File: src/rtl/riscv_pkg.sv
// Shared RV32I decode constants: major opcodes, funct7 values and immediate formats.
package riscv_pkg;

  localparam logic [6:0] OP_R      = 7'b0110011;
  localparam logic [6:0] OP_IMM    = 7'b0010011;
  localparam logic [6:0] OP_LOAD   = 7'b0000011;
  localparam logic [6:0] OP_STORE  = 7'b0100011;
  localparam logic [6:0] OP_BRANCH = 7'b1100011;
  localparam logic [6:0] OP_JAL    = 7'b1101111;
  localparam logic [6:0] OP_JALR   = 7'b1100111;
  localparam logic [6:0] OP_LUI    = 7'b0110111;
  localparam logic [6:0] OP_AUIPC  = 7'b0010111;
  localparam logic [6:0] OP_SYSTEM = 7'b1110011;

  localparam logic [6:0] F7_BASE   = 7'b0000000;
  localparam logic [6:0] F7_ALT    = 7'b0100000;
  localparam logic [6:0] F7_MULDIV = 7'b0000001;

  typedef enum logic [2:0] {
    IMM_I,
    IMM_S,
    IMM_B,
    IMM_U,
    IMM_J,
    IMM_NONE
  } imm_fmt_e;

endpackage

File: src/rtl/decode_stage_imm_gen.sv
// Combinational immediate generator: selects the RV32I immediate layout and
// sign-extends it from bit 31 of the instruction to XLEN.
module imm_gen
  import riscv_pkg::*;
#(
  parameter int XLEN = 32
) (
  input  logic [31:7]     instr,
  input  imm_fmt_e        fmt,
  output logic [XLEN-1:0] imm
);

  logic signed [31:0] imm32;

  always_comb begin
    imm32 = '0;
    case (fmt)
      IMM_I:   imm32 = {{20{instr[31]}}, instr[31:20]};
      IMM_S:   imm32 = {{20{instr[31]}}, instr[31:25], instr[11:7]};
      IMM_B:   imm32 = {{19{instr[31]}}, instr[31], instr[7], instr[30:25], instr[11:8], 1'b0};
      IMM_U:   imm32 = {instr[31:12], 12'b0};
      IMM_J:   imm32 = {{11{instr[31]}}, instr[31], instr[19:12], instr[20], instr[30:21], 1'b0};
      default: imm32 = '0;
    endcase
  end

  // Signed size cast replicates bit 31 when XLEN is wider than 32.
  assign imm = XLEN'(imm32);

endmodule

File: src/rtl/decode_stage.sv
// Registered RV32I decode stage with a 2-entry skid buffer (head + skid).
// Optional RV32M decode is enabled by defining RV32M_DECODE_EN.
module decode_stage
  import riscv_pkg::*;
#(
  parameter int XLEN = 32,
  parameter int PC_W = 32
) (
  input  logic            clk,
  input  logic            rst_n,
  input  logic            flush,
  input  logic            in_valid,
  output logic            in_ready,
  input  logic [31:0]     in_instr,
  input  logic [PC_W-1:0] in_pc,
  output logic            out_valid,
  input  logic            out_ready,
  output logic [PC_W-1:0] out_pc,
  output logic [6:0]      out_opcode,
  output logic [4:0]      out_rd,
  output logic [4:0]      out_rs1,
  output logic [4:0]      out_rs2,
  output logic [2:0]      out_funct3,
  output logic [6:0]      out_funct7,
  output logic [XLEN-1:0] out_imm,
  output logic            out_illegal,
  output logic            out_is_muldiv,
  output logic [2:0]      out_mdu_op
);

  typedef struct packed {
    logic [PC_W-1:0] pc;
    logic [6:0]      opcode;
    logic [4:0]      rd;
    logic [4:0]      rs1;
    logic [4:0]      rs2;
    logic [2:0]      funct3;
    logic [6:0]      funct7;
    logic [XLEN-1:0] imm;
    logic            illegal;
    logic            is_muldiv;
    logic [2:0]      mdu_op;
  } bundle_t;

  logic [6:0]      opcode;
  logic [2:0]      funct3;
  logic [6:0]      funct7;
  imm_fmt_e        fmt;
  logic [XLEN-1:0] dec_imm;
  logic            legal_op;
  logic            bad_funct;
  bundle_t         dec;

  bundle_t head_d, head_q;
  bundle_t skid_d, skid_q;
  logic    head_valid_d, head_valid_q;
  logic    skid_valid_d, skid_valid_q;
  logic    in_fire;
  logic    out_fire;

  assign opcode = in_instr[6:0];
  assign funct3 = in_instr[14:12];
  assign funct7 = in_instr[31:25];

  always_comb begin
    fmt = IMM_NONE;
    case (opcode)
      OP_IMM, OP_LOAD, OP_JALR, OP_SYSTEM: fmt = IMM_I;
      OP_STORE:                            fmt = IMM_S;
      OP_BRANCH:                           fmt = IMM_B;
      OP_LUI, OP_AUIPC:                    fmt = IMM_U;
      OP_JAL:                              fmt = IMM_J;
      default:                             fmt = IMM_NONE;
    endcase
  end

  imm_gen #(.XLEN(XLEN)) u_imm_gen (
    .instr (in_instr[31:7]),
    .fmt   (fmt),
    .imm   (dec_imm)
  );

  // Field decode and legality; illegal words still carry their decoded fields.
  always_comb begin
    dec        = '0;
    legal_op   = 1'b1;
    bad_funct  = 1'b0;
    dec.pc     = in_pc;
    dec.opcode = opcode;
    dec.rd     = in_instr[11:7];
    dec.rs1    = in_instr[19:15];
    dec.funct3 = funct3;
    dec.imm    = dec_imm;
    case (opcode)
      OP_R: begin
        dec.rs2    = in_instr[24:20];
        dec.funct7 = funct7;
        if (funct7 == F7_MULDIV) begin
`ifdef RV32M_DECODE_EN
          dec.is_muldiv = 1'b1;
          dec.mdu_op    = funct3;
`else
          bad_funct = 1'b1;
`endif
        end else if ((funct7 != F7_BASE) && (funct7 != F7_ALT)) begin
          bad_funct = 1'b1;
        end
      end
      OP_IMM: begin
        if ((funct3 == 3'b001) && (funct7 != F7_BASE)) begin
          bad_funct = 1'b1;
        end
        if ((funct3 == 3'b101) && (funct7 != F7_BASE) && (funct7 != F7_ALT)) begin
          bad_funct = 1'b1;
        end
      end
      OP_LOAD, OP_JALR, OP_SYSTEM: begin
      end
      OP_STORE: begin
        dec.rd    = '0;
        dec.rs2   = in_instr[24:20];
        bad_funct = (funct3 > 3'd2);
      end
      OP_BRANCH: begin
        dec.rd    = '0;
        dec.rs2   = in_instr[24:20];
        bad_funct = (funct3[2:1] == 2'b01);
      end
      OP_JAL, OP_LUI, OP_AUIPC: begin
        dec.rs1    = '0;
        dec.funct3 = '0;
      end
      default: legal_op = 1'b0;
    endcase
    dec.illegal = (in_instr[1:0] != 2'b11) | ~legal_op | bad_funct;
  end

  assign in_ready = ~skid_valid_q;
  assign in_fire  = in_valid & in_ready;
  assign out_fire = head_valid_q & out_ready;

  // Skid entry only fills while the head is stalled; it refills the head first
  // on the next output transfer, which keeps the pair in strict FIFO order.
  always_comb begin
    head_d       = head_q;
    skid_d       = skid_q;
    head_valid_d = head_valid_q;
    skid_valid_d = skid_valid_q;
    if (flush) begin
      head_d       = '0;
      skid_d       = '0;
      head_valid_d = 1'b0;
      skid_valid_d = 1'b0;
    end else if (!head_valid_q || out_fire) begin
      if (skid_valid_q) begin
        head_d       = skid_q;
        head_valid_d = 1'b1;
        skid_d       = '0;
        skid_valid_d = 1'b0;
      end else if (in_fire) begin
        head_d       = dec;
        head_valid_d = 1'b1;
      end else begin
        head_d       = '0;
        head_valid_d = 1'b0;
      end
    end else if (in_fire) begin
      skid_d       = dec;
      skid_valid_d = 1'b1;
    end
  end

  always_ff @(posedge clk or negedge rst_n) begin
    if (!rst_n) begin
      head_q       <= '0;
      skid_q       <= '0;
      head_valid_q <= 1'b0;
      skid_valid_q <= 1'b0;
    end else begin
      head_q       <= head_d;
      skid_q       <= skid_d;
      head_valid_q <= head_valid_d;
      skid_valid_q <= skid_valid_d;
    end
  end

  assign out_valid     = head_valid_q;
  assign out_pc        = head_q.pc;
  assign out_opcode    = head_q.opcode;
  assign out_rd        = head_q.rd;
  assign out_rs1       = head_q.rs1;
  assign out_rs2       = head_q.rs2;
  assign out_funct3    = head_q.funct3;
  assign out_funct7    = head_q.funct7;
  assign out_imm       = head_q.imm;
  assign out_illegal   = head_q.illegal;
  assign out_is_muldiv = head_q.is_muldiv;
  assign out_mdu_op    = head_q.mdu_op;

endmodule

File: config.mk
export PLATFORM = sky130hd
export DESIGN_NAME = decode_stage
export DESIGN_NICKNAME = d
export VERILOG_FILES = /design/src/rtl/riscv_pkg.sv /design/src/rtl/decode_stage_imm_gen.sv /design/src/rtl/decode_stage.sv
export SDC_FILE = /design/constraint.sdc
export NUM_CORES = 1
export LEC_CHECK = 0
export BUFFER_PORTS_ARGS = -buffer_cell sky130_fd_sc_hd__buf_2
export CORE_MARGIN = 2
export CORE_UTILIZATION = 50
export CTS_BUF_LIST = sky130_fd_sc_hd__clkbuf_16
export CTS_CLUSTER_SIZE = 25
export DETAILED_ROUTE_END_ITERATION = 6
export GPL_TIMING_DRIVEN = 1
export HOLD_SLACK_MARGIN = 0.15
export PLACE_DENSITY = 0.73
export SYNTH_ARGS = -nofsm -noshare
export SYNTH_HDL_FRONTEND = slang
export SYNTH_SLANG_ARGS = --single-unit
File: constraint.sdc
create_clock -name clk -period 2 [get_ports clk]
set_clock_uncertainty 0.1 [all_clocks]
set_input_delay 0.4 -clock clk [delete_from_list [all_inputs] [get_ports clk]]
set_output_delay 0.4 -clock clk [all_outputs]
set_load 0.03 [all_outputs]
==> results.py, run 1 <==
metrics = {
    "drt": {
        "drc": 10,
        "wirelength_um": 24800,
        "first_pass_iters": 7,
        "post_drt_wl_per_cell_um": 19.5,
        "final_antenna_net_count": 0,
        "drt_iter0_markers": 857,
        "vias": 7723,
        "via_per_inst": 6.07,
    },
    "die": {
        "ios": 172,
        "start_util_pct": 50.8,
        "die_w_um": 136,
        "core_area_mm2": 0.0172,
        "die_area_mm2": 0.0185,
        "rows": 48,
        "die_y_um": 136,
    },
    "power_and_ir_drop": {
        "peakVddDrop_uv": 618,
        "powerDensity_mw_per_mm2": 751,
        "leakage_nw": 5.54,
    },
    "yosys": {
        "synth-seq-cells": 196,
        "ys_warn_count": 0,
        "syn_inst": 813,
        "ys.flop_type": "dfrtp_1",
        "synth_edf_count": 0,
        "synth.distinct_cells": 55,
        "synthArstFlopShare_pct": 100,
        "avgSynthCellArea_um2": 10.7,
        "synthesis.area_mm2": 0.00872,
        "ys_seq_area_share_pct": 56.2,
    },
    "setup_path": {
        "crit_family": "buffers and inverters",
        "cp.required_ps": 1500,
        "ff2ff_path_depth": 7,
        "max_stage_delay_ps": 450,
        "path_buf_inv": 3,
        "critPathMaxFanout": 21,
        "r2r_slack_ps": 130,
        "worstSetupPathType": "flip-flop to primary output",
        "crit_chain": "buf_6 > clkinvlp_4 > buf_2",
        "startpoint_type": "flip-flop",
        "cp.depth": 3,
        "critPathCaptureType": "primary output",
        "arrival_ps": 1420,
        "cpMaxStageDelayCell": "dfrtp_2",
    },
    "global_route": {
        "antenna_found_initial": 2,
        "grt_overflow": 0,
        "track_usage_pct": 27.5,
        "first_global_vias": 7453,
        "grt_pass1_wl_um": 39700,
        "grt_max_degree": 92,
    },
    "cts": {
        "path_clk_slew_ps": 70,
        "cts_max_level": 4,
        "cts.sinks": 196,
        "clk_latency_ps": 440,
        "cts_tree": "yes",
        "clock-root-buffer": "clkbuf_16",
        "cts_buffers": 17,
        "clk_path_buf_depth": 2,
    },
    "run": {
        "cap_violations": 0,
    },
    "finish": {
        "layout_commonest_cell": "dfrtp_1",
        "final_cell_mix": "195 x dfrtp_1, 166 x buf_2, 88 x nand2_1",
        "drive_gt1_share_pct": 27.5,
        "final_util_pct": 64.9,
        "nNetsFinal": 1103,
        "stdcell_area_mm2": 0.0111,
        "area_delta_synth_final_pct": 27.8,
    },
    "worst_hold_path": {
        "hold_class": "primary input to flip-flop",
        "hold_depth": 3,
    },
    "timing": {
        "rsz0062_at_grt": "no",
        "fin_ws_ps": 75.6,
        "hold_viol": 0,
        "report.final.setup_viol": 0,
        "setup_tns_ps": 0,
        "max_freq_mhz": 520,
        "fin_crit_sh_pct": 96.2,
        "drv_slew": 0,
        "finalCriticalPeriod_ps": 1920,
    },
    "placement": {
        "dp_hpwl_um": 16100,
        "place_ws_ps": -79.9,
        "gp_congestion": 0.897,
        "dpl_cell_area_mm2": 0.0101,
        "port_buffers": 167,
    },
    "run_status": {
        "outcome": "finished with violations",
        "failed_checks": "design-rule violations",
    },
}
-- kinds of logic (layout without fill, tap and decap cells) --
kind of cell	count (synthesis)	count (layout)	share of synthesized area, %
buffers and inverters	97	328	5.29
AND/OR/NAND/NOR	192	192	11.3
flip-flops	196	196	56.2
other	1	5	0.0430
AO/OA/AOI/OAI	327	327	27.2
-- repair_timing --
action / CTS / global route
gates resized for setup: 2 / 2
pin swaps: 0 / 1
cloned: 0 / 0
hold buffers: 44 / 0
endpoints found under the hold margin: 254 / 0
endpoints found under the setup margin: 1 / 16
buffers inserted: 1 / 1
-- state kept, by name (all words and copies together) (netlist names) --
register and flops:
skid_q 97, out_imm 32, out_pc 32, out_funct7 7, out_opcode 7, out_rd 5, out_rs1 5, out_rs2 5
out_funct3 3, out_illegal 1, out_valid 1, skid_valid_q 1
-- path summary, 6_finish.rpt --
| kind | start | to |
|---|---|---|
| worst max-delay path | skid_valid_q | in_ready |
| worst min-delay path | in_instr[14] | out_imm[14] |
| worst max register to register | out_valid | skid_q[99] |
| worst min register to register | out_pc[25] | out_pc[25] |
| max in group asynchronous | rst_n | out_pc[23] |
| min in group asynchronous | rst_n | out_imm[24] |
-- power by group --
part / switching [mW] / internal, mW / leakage, nW
clock network: 1.64 / 1.65 / 0.281
logic: 0.620 / 0.357 / 2.55
registers: 0.0509 / 4.04 / 2.70
-- layout make-up --
| class | instances | area [um2] |
|---|---|---|
| Fill cell | 1344 | 6030 |
| Sequential cell | 196 | 4910 |
| Inverter | 18 | 71.3 |
| Multi-Input combinational cell | 523 | 3380 |
| Antenna cell | 1 | 2.50 |
| Clock buffer | 17 | 425 |
| Clock inverter | 15 | 139 |
| Timing Repair Buffer | 278 | 1940 |
| Tap cell | 225 | 282 |
-- cells in the mapped netlist (7+ instances only) --
library cell | count | area share (%)
buf_4 | 9 | 0.77
nor2_1 | 10 | 0.43
a222oi_1 | 18 | 2.1
inv_1 | 17 | 0.73
a22oi_1 | 36 | 3.1
a221o_1 | 23 | 2.6
o21ai_0 | 76 | 4.4
a21oi_1 | 53 | 3.0
nand3_1 | 14 | 0.80
o21ai_1 | 7 | 0.40
and3_1 | 39 | 2.8
clkbuf_1 | 28 | 1.2
nand2_1 | 88 | 3.8
buf_2 | 38 | 2.2
dfrtp_1 | 196 | 56
a22o_1 | 80 | 8.0
a211oi_1 | 7 | 0.60
-- worst register-to-register path, cell delays in order (launching register included) --
cell	delay [ps]
dfrtp_1	410
nand2b_1	160
buf_12	180
nor2_1	90
a211oi_4	320
buf_12	220
buf_12	180
a22o_1	160
-- metrics by stage --
stage | power [mW] | hold slack, ps | std cells
6_report | 8.37 | 166 | 1273
5_1_grt | 8.68 | 181 | 1273
4_1_cts | 8.43 | 152 | 1271
3_5_place_dp | 5.07 | 145 | 1194
3_3_place_gp | 5.06 | 146 | 1194
2_1_floorplan | 4.62 | 4.41 | 816
-- metal layers --
metal	track usage [%]	share of wire [%]
met5	0	0.065
met1	38.8	43
met4	9.38	1.7
met2	42.8	47
met3	5.29	7.6
(Power assumes the default switching activity.)
==> inputs of run 2 (changes only) <==
- RECOVER_POWER: not set -> 25
==> run 2 against run 1 <==
The flow now finishes without violations. Critical path type unchanged. Register-to-register slack barely moved. Cell area fell by 0.11%. Critical path depth did not move. Highest routed layer unchanged. Sequential share of layout area barely moved. Non-clock buffer count did not move. Sequential power barely moved. Maximum frequency fell by 0.11%. Flip-flop and latch count did not move.
==> results.py, run 2 (same netlist as run 1, synthesis figures left out) <==
metrics = {
    "run_status": {
        "outcome": "completed",
    },
    "timing": {
        "rsz0062_at_grt": "no",
        "hold_viol": 0,
        "fin_crit_sh_pct": 96.3,
        "hold_ws_ps": 163,
        "max_freq_mhz": 519,
        "fin_ws_ps": 73.4,
        "finalCriticalPeriod_ps": 1930,
        "setup_tns_ps": 0,
        "worst_pin_slew_ps": 721,
        "slew_headroom_pct": 51.9,
        "drv_slew": 0,
        "report.final.setup_viol": 0,
    },
    "die": {
        "die_y_um": 136,
        "die_area_mm2": 0.0185,
        "rows": 48,
        "ios": 172,
        "core_area_mm2": 0.0172,
        "start_util_pct": 50.8,
        "die_w_um": 136,
    },
    "placement": {
        "dpl_cell_area_mm2": 0.0101,
        "place_ws_ps": -79.9,
        "dp_hpwl_um": 16100,
        "gp_congestion": 0.897,
        "port_buffers": 167,
    },
    "cts": {
        "cts_max_level": 4,
        "clock-root-buffer": "clkbuf_16",
        "cts_tree": "yes",
        "clk_path_buf_depth": 2,
        "cts_buffers": 17,
        "path_clk_slew_ps": 70,
        "clk_latency_ps": 440,
        "cts.sinks": 196,
    },
    "drt": {
        "wirelength_um": 24800,
        "via_per_inst": 6.08,
        "drc": 0,
        "post_drt_wl_per_cell_um": 19.5,
        "drt_iter0_markers": 856,
        "vias": 7742,
        "first_pass_iters": 7,
        "final_antenna_net_count": 0,
    },
    "finish": {
        "layout_commonest_cell": "dfrtp_1",
        "nFillCells": 1345,
        "largest_reg_flops": 97,
        "stdcell_area_mm2": 0.0111,
        "drive_gt1_share_pct": 27.4,
        "regMostFlops": "skid_q",
        "nNetsFinal": 1103,
        "final_cell_mix": "195 x dfrtp_1, 166 x buf_2, 88 x nand2_1",
        "area_delta_synth_final_pct": 27.6,
    },
    "setup_path": {
        "cp.required_ps": 1500,
        "max_stage_delay_ps": 450,
        "cpMaxStageDelayCell": "dfrtp_2",
        "worstSetupPathType": "flip-flop to primary output",
        "critPathCaptureType": "primary output",
        "crit_chain": "buf_6 > clkinvlp_4 > buf_2",
        "startpoint_type": "flip-flop",
        "crit_family": "buffers and inverters",
        "critPathMaxFanout": 21,
        "arrival_ps": 1430,
        "path_buf_inv": 3,
    },
    "global_route": {
        "grt_overflow": 0,
        "track_usage_pct": 27.5,
        "grt_pass1_wl_um": 39700,
        "antenna_found_initial": 2,
        "grt_max_degree": 92,
        "first_global_vias": 7453,
    },
    "power_and_ir_drop": {
        "powerDensity_mw_per_mm2": 751,
        "peakVddDrop_uv": 619,
        "leakage_nw": 5.53,
    },
    "worst_hold_path": {
        "hold_class": "primary input to flip-flop",
    },
    "run": {
        "cap_violations": 0,
    },
}
run 2: cell count changes in the layout (fill, tap and decap cells not counted):
cell / delta
buf_4: -1
clkbuf_1: +1
clkbuf_2: +1
clkbuf_8: -1
run 2: path summary, 6_finish.rpt:
check	end	start	cells after the start	slack, ps
setup / recovery	in_ready	skid_valid_q	3	70
hold / removal	out_imm[14]	in_instr[14]	3	160
setup reg to reg	skid_q[99]	out_valid	7	120
hold reg to reg	out_pc[25]	out_pc[25]	2	380
max in group asynchronous	out_pc[23]	rst_n	3	440
min in group asynchronous	out_rs2[4]	rst_n	2	430
run 2: stage by stage:
stage | utilization [%] | total power, mW | instances
after floorplan | - | 4.62 | 816
after global placement | 58.9 | 5.06 | 1194
after detailed placement | 58.9 | 5.07 | 1194
after CTS | 64.8 | 8.43 | 1271
after global routing | 64.8 | 8.68 | 1273
final | 64.8 | 8.36 | 1273
run 2: tightest hold or removal path, delay by kind of cell:
family                 cells  cell delay, ps
buffers and inverters      1             140
and+or+nand+nor            2             120
run 2: timing repair:
action | in CTS | in global routing
hold endpoints to repair | 254 | 0
resized for setup | 2 | 2
pin swaps | 0 | 1
hold buffers | 44 | 0
setup endpoints to repair | 1 | 16
buffers inserted | 1 | 1
run 2: area by class of cell:
type / count / area (um2) / share of cell area, %
well taps: 225 / 282 / 2.53
inverters: 18 / 71.3 / 0.641
clock inverters: 15 / 139 / 1.25
clock buffers: 17 / 425 / 3.82
repair buffers: 278 / 1930 / 17.3
diodes: 1 / 2.50 / 0.0225
multi-input cells: 523 / 3380 / 30.3
flip-flops and latches: 196 / 4910 / 44.1
run 2: layer usage:
| layer | track usage (%) | up-vias | routed length, um |
|---|---|---|---|
| met5 | 0 | - | 16 |
| met4 | 9.38 | 2 | 406 |
| met3 | 5.29 | 33 | 1850 |
| met2 | 42.8 | 352 | 11800 |
| met1 | 38.8 | 3859 | 10700 |
| li1 | - | 3496 | - |
run 2: power breakdown:
part	total (mW)	switching [mW]	internal [mW]	leakage [nW]
Clock	3.29	1.64	1.65	0.281
Combinational	0.975	0.621	0.354	2.55
Sequential	4.09	0.0510	4.04	2.70
Total	8.36	2.31	6.05	5.53
